$ cat src/rtl/lim_counter_chain.sv
// Cascaded 0..LIM digit counter with single-cycle carry/borrow ripple,
// run/hold control, parallel load, terminal-count pulse and sticky overflow.
module lim_counter_chain #(
  parameter  int DIGITS   = 4,
  parameter  int LIM      = 9,
  parameter  int AUTOSTOP = 0,
  localparam int N        = $clog2(LIM) + 1
) (
  input  logic                  clk,
  input  logic                  rst_n,
  input  logic                  clr,
  input  logic                  load,
  input  logic [DIGITS*N-1:0]   load_val,
  input  logic                  start,
  input  logic                  stop,
  input  logic                  dir,
  input  logic                  tick,
  output logic [DIGITS*N-1:0]   count,
  output logic                  running,
  output logic                  tc,
  output logic                  ovf
);

  localparam logic [1:0] ST_IDLE = 2'd0;
  localparam logic [1:0] ST_RUN  = 2'd1;
  localparam logic [1:0] ST_HOLD = 2'd2;

  localparam logic [N-1:0] LIM_D = N'(LIM);
  localparam logic [N:0]   LIM_E = (N+1)'(LIM);

  logic [DIGITS*N-1:0] r_count;
  logic [1:0]          r_state;
  logic                r_tc;
  logic                r_ovf;

  logic [DIGITS*N-1:0] w_next;
  logic [DIGITS:0]     w_chain;
  logic [1:0]          w_state_nxt;
  logic                w_step;
  logic                w_tc_hit;

  // w_chain[i] is the carry (up) or borrow (down) into digit i; digit 0 always steps.
  // NOTE: every always_comb output gets a default before any branch so no latch is inferred.
  always_comb begin
    w_chain    = '0;
    w_chain[0] = 1'b1;
    w_next     = '0;
    for (int i = 0; i < DIGITS; i++) begin
      if (!dir) begin
        if (({1'b0, r_count[i*N +: N]} + (N+1)'(w_chain[i])) > LIM_E) begin
          w_next[i*N +: N] = '0;
          w_chain[i+1]     = 1'b1;
        end else begin
          w_next[i*N +: N] = r_count[i*N +: N] + N'(w_chain[i]);
        end
      end else begin
        // Out-of-range digits clamp to LIM without borrowing onward.
        if (r_count[i*N +: N] > LIM_D) begin
          w_next[i*N +: N] = LIM_D;
        end else if (w_chain[i] && (r_count[i*N +: N] == '0)) begin
          w_next[i*N +: N] = LIM_D;
          w_chain[i+1]     = 1'b1;
        end else begin
          w_next[i*N +: N] = r_count[i*N +: N] - N'(w_chain[i]);
        end
      end
    end
  end

  assign w_step   = (r_state == ST_RUN) && tick && !clr && !load;
  assign w_tc_hit = w_step && w_chain[DIGITS];

  // stop beats start; with AUTOSTOP a terminal count forces HOLD.
  always_comb begin
    w_state_nxt = r_state;
    case (r_state)
      ST_IDLE: if (start && !stop) w_state_nxt = ST_RUN;
      ST_RUN: begin
        if (stop)                                w_state_nxt = ST_HOLD;
        else if ((AUTOSTOP != 0) && w_tc_hit)    w_state_nxt = ST_HOLD;
      end
      ST_HOLD: if (start && !stop) w_state_nxt = ST_RUN;
      default: w_state_nxt = ST_IDLE;
    endcase
  end

  // NOTE: state registers use non-blocking assignments and reset asynchronously on rst_n.
  always_ff @(posedge clk or negedge rst_n) begin
    if (!rst_n) begin
      r_count <= '0;
      r_state <= ST_IDLE;
      r_tc    <= 1'b0;
      r_ovf   <= 1'b0;
    end else if (clr) begin
      r_count <= '0;
      r_state <= ST_IDLE;
      r_tc    <= 1'b0;
      r_ovf   <= 1'b0;
    end else if (load) begin
      r_count <= load_val;
      r_tc    <= 1'b0;
    end else begin
      r_tc    <= w_tc_hit;
      r_state <= w_state_nxt;
      if (w_tc_hit) r_ovf <= 1'b1;
      if (w_step && !((AUTOSTOP != 0) && w_tc_hit)) r_count <= w_next;
    end
  end

  assign count   = r_count;
  assign running = (r_state == ST_RUN);
  assign tc      = r_tc;
  assign ovf     = r_ovf;

endmodule

$ cat config.mk
export PLATFORM = sky130hd
export DESIGN_NAME = lim_counter_chain
export DESIGN_NICKNAME = d
export VERILOG_FILES = /design/src/rtl/lim_counter_chain.sv
export SDC_FILE = /design/constraint.sdc
export NUM_CORES = 1
export LEC_CHECK = 0
export ABC_CLOCK_PERIOD_IN_PS = 8800
export BUFFER_PORTS_ARGS = -buffer_cell sky130_fd_sc_hd__clkbuf_2
export CAP_MARGIN = 20
export CORE_MARGIN = 3
export CORE_UTILIZATION = 55
export DETAILED_ROUTE_END_ITERATION = 6
export GPL_TIMING_DRIVEN = 0
export PLACE_DENSITY = 0.8
export SYNTH_ARGS = -nofsm -noshare
export SYNTH_HDL_FRONTEND = slang
export SYNTH_SLANG_ARGS = --single-unit
export TNS_END_PERCENT = 50
$ cat constraint.sdc
create_clock -name clk -period 8.8 [get_ports clk]
set_input_delay 0.88 -clock clk [delete_from_list [all_inputs] [get_ports clk]]
set_output_delay 0.88 -clock clk [all_outputs]
set_load 0.05 [all_outputs]
==> out/summary.md <==
Place
- Placed Instances: 401
- half-perimeter wire length after detailed placement: 5160 um
- Buffers on Ports: 50
- dpl ws: 2190 ps
- final weighted congestion of routability-driven global placement: 0.906

Routing
- via count: 2617
- initial DRC count: 305
- detailed-router iteration count before antenna repair: 5
- final routed DRC violation total: 0
- post-DR wirelength/cell: 17.4 um
- drt total wl: 7020 um
- Post-DRT Antenna Nets: 0
- vias per std cell: 6.48

Clock tree
- Num CTS Buffers: 3
- clock insertion delay at the later pin of the skew report: 280 ps
- worst-case clock buffer depth: 2
- CTS resizes: 0
- clk sinks: 24
- clock tree from TritonCTS: yes
- post-CTS setup buffer count: 0
- clock input transition at the sequential cells of the worst setup and hold paths: 90 ps
- deepest level of the CTS H-tree: 1
- clock tree root driver cell: sky130_fd_sc_hd__clkbuf_8
- post-cts hold buffer count: 0

Synth
- dominant synthesized flop cell: sky130_fd_sc_hd__dfrtp_1
- Synthesized Nets: 345
- post-synth cell types: 64
- Yosys reg bits: 24
- post-synthesis area per instance: 7.89 sq um
- share of flip-flops with an asynchronous set or reset: 1.00
- number of enable-type register cells in the synthesized netlist: 0
- Seq/Total Area, Yosys: 0.253
- number of instances in the synthesized netlist: 301
- Syn Std Cell Area: 2380 sq um
- Synthesis Warnings: 0

Die
- area of the die: 5140 sq um
- Core Box Area: 4090 sq um
- floorplan die height: 71.7 um
- number of top-level design ports: 51
- Horiz. Die Dim: 71.7 um
- number of core rows: 23
- Starting Density: 0.581

STA
- post-route clock skew: 6.27 ps
- setup repair after global routing missed its margin: false
- Fmax: 153 MHz
- setup TNS after final layout: 0 ps
- transition time at the pin with the least slew margin: 747 ps
- max-slew violation count: 0
- post-route worst hold slack: 521 ps
- number of failing setup endpoints in the final timing report: 0
- Final min period: 6520 ps
- final count of hold timing violations: 0
- final worst path period share: 0.741
- final worst-path setup slack: 2280 ps
- max_slew headroom: 0.500

Power and ir drop
- leakage power: 1.23 nW
- worst vdd rail ir drop: 0.0000786 V
- Sw Ratio: 0.428
- Gate power share: 0.422
- sequential group share of total power: 0.370
- PD cells: 127 nW/um^2
- clock share of power: 0.208
- internal power: 0.000198 W
- net switching power figure: 0.000148 W

Global routing
- pin count of the biggest net entering global routing: 25
- initial antenna violation count: 0
- remaining global-route overflow: 0
- number of global-route vias before repair: 2472
- combined global-route utilization of all metal layers: 0.285
- first-pass GRT wire length: 11900 um

Setup path
- kind of end point of the critical path: flop
- maximum fanout encountered on the critical timing path: 9
- origin of the critical flop-to-flop path: count[0]$_DFFE_PN0P_
- origin of the worst setup path: count[0]$_DFFE_PN0P_
- critical path class: reg2reg
- arrival time of data at the critical path endpoint: 6700 ps
- kind of start point of the critical path: flop
- data required time at the worst endpoint: 8980 ps

Finish
- final layout net count: 400
- Layout Cells excl Fill: 404
- n_diodes: 0
- area growth from synthesis to layout: 14.9%
- share of post-route cells with drive strength above 1: 0.209
- commonest cells after routing, fill and taps aside: sky130_fd_sc_hd__clkbuf_2, sky130_fd_sc_hd__nor2_1, sky130_fd_sc_hd__dfrtp_1, sky130_fd_sc_hd__inv_1, sky130_fd_sc_hd__nand2_1
- Fill cells: 377
- most common cell after layout, fill and taps aside: sky130_fd_sc_hd__clkbuf_2

Hold path
- type of the worst min-delay path: reg2reg
- worst hold start: ovf$_DFFE_PN0P_

Status
- outcome: completed

Run
- maximum capacitance violations: 0

[cell usage after synthesis (all sizes together), types with 4 or more instances]
master	instances	area, sq um
nand3b	5	37.5
and3	5	36.3
buf	7	40.0
nand2	22	82.6
a31oi	9	62.6
nor3	6	30.0
inv	23	86.3
dfrtp	24	601
nor2	26	97.6
nand2b	4	25.0
a22oi	8	60.1
o21ai	21	109
clkbuf	12	45.0
o31ai	5	37.5
ha	16	200
nor2b	9	56.3
nand3	7	35.0
a211oi	5	55.1
a21boi	4	30.0
a21oi	21	105
a32oi	5	43.8
a221oi	7	67.6
[cells by family after synthesis]
| kind of cell | count (synthesis) | share of synthesized area |
|---|---|---|
| and+or+nand+nor | 100 | 0.226 |
| AOI/OAI and AO/OA | 113 | 0.342 |
| xor gates and xnor gates | 5 | 0.0184 |
| buffers and inverters | 42 | 0.0721 |
| muxes | 1 | 0.00421 |
| DFF | 24 | 0.253 |
| adders and majority gates | 16 | 0.0843 |
[area by class of cell]
type	count	area (sq um)	area share
buffer	19	85.1	0.0312
multi-input combinational	235	1600	0.588
timing repair buffer	50	250	0.0917
tap	50	62.6	0.0229
inverter	23	86.3	0.0316
sequential	24	601	0.220
clock buffer	3	41.3	0.0151
[flip-flops by register name, summed over array words and instances (netlist names)]
name,flops
ovf,1
count,20
r_state,2
tc,1
[worst max-delay path, cell delays in order, from the launching register on]
cell and delay, ps:
sky130_fd_sc_hd__dfrtp_1 540, sky130_fd_sc_hd__inv_1 140, sky130_fd_sc_hd__ha_1 270, sky130_fd_sc_hd__nor2b_1 150
sky130_fd_sc_hd__o311a_1 310, sky130_fd_sc_hd__o211a_1 200, sky130_fd_sc_hd__nor2_1 170, sky130_fd_sc_hd__ha_1 270
sky130_fd_sc_hd__ha_1 300, sky130_fd_sc_hd__xor2_1 100, sky130_fd_sc_hd__or2_2 280, sky130_fd_sc_hd__a31oi_1 380
sky130_fd_sc_hd__nor2_1 160, sky130_fd_sc_hd__ha_1 260, sky130_fd_sc_hd__ha_1 330, sky130_fd_sc_hd__nor3_1 140
sky130_fd_sc_hd__a21oi_1 70, sky130_fd_sc_hd__a211oi_2 480, sky130_fd_sc_hd__a21oi_1 160, sky130_fd_sc_hd__ha_1 300
sky130_fd_sc_hd__ha_1 350, sky130_fd_sc_hd__nand2b_1 180, sky130_fd_sc_hd__a31oi_1 170, sky130_fd_sc_hd__a21oi_1 70
sky130_fd_sc_hd__o221a_2 280, sky130_fd_sc_hd__o21a_1 210, sky130_fd_sc_hd__a21o_1 150
[path summary, 6_finish.rpt]
check / end / slack [ps] / depth (start not counted)
max in group asynchronous: count[13]$_DFFE_PN0P_ / 7740 / 1
min in group asynchronous: count[16]$_DFFE_PN0P_ / 620 / 1
setup reg to reg: ovf$_DFFE_PN0P_ / 2280 / 26
setup / recovery: ovf$_DFFE_PN0P_ / 2280 / 26
hold / removal: ovf$_DFFE_PN0P_ / 520 / 1
hold reg to reg: ovf$_DFFE_PN0P_ / 520 / 1
[routing by layer]
layer / share of wire / GRT usage / up-vias
li1: - / - / 1241
met1: 0.44 / 0.408 / 1218
met2: 0.45 / 0.446 / 147
met3: 0.10 / 0.0435 / 11
met4: 0.011 / 0.0814 / 0
met5: 0 / 0 / -
[power by group through the flow]
stage | combinational [W] | sequential [W] | clock (W)
4_1_cts | 0.000144 | 0.000128 | 0.0000718
3_3_place_gp | 0.000141 | 0.000130 | 0
5_1_grt | 0.000161 | 0.000130 | 0.0000750
3_5_place_dp | 0.000144 | 0.000131 | 0
2_1_floorplan | 0.0000831 | 0.000152 | 0
6_report | 0.000146 | 0.000128 | 0.0000721
[stage by stage]
step | power [W] | util | cell area [sq um]
after global routing | 0.000366 | 0.668 | 2730
final | 0.000347 | 0.668 | 2730
after floorplan | 0.000235 | - | 2380
after CTS | 0.000345 | 0.668 | 2730
after detailed placement | 0.000274 | 0.658 | 2690
after global placement | 0.000271 | 0.658 | 2690
(Power assumes the default switching activity.)
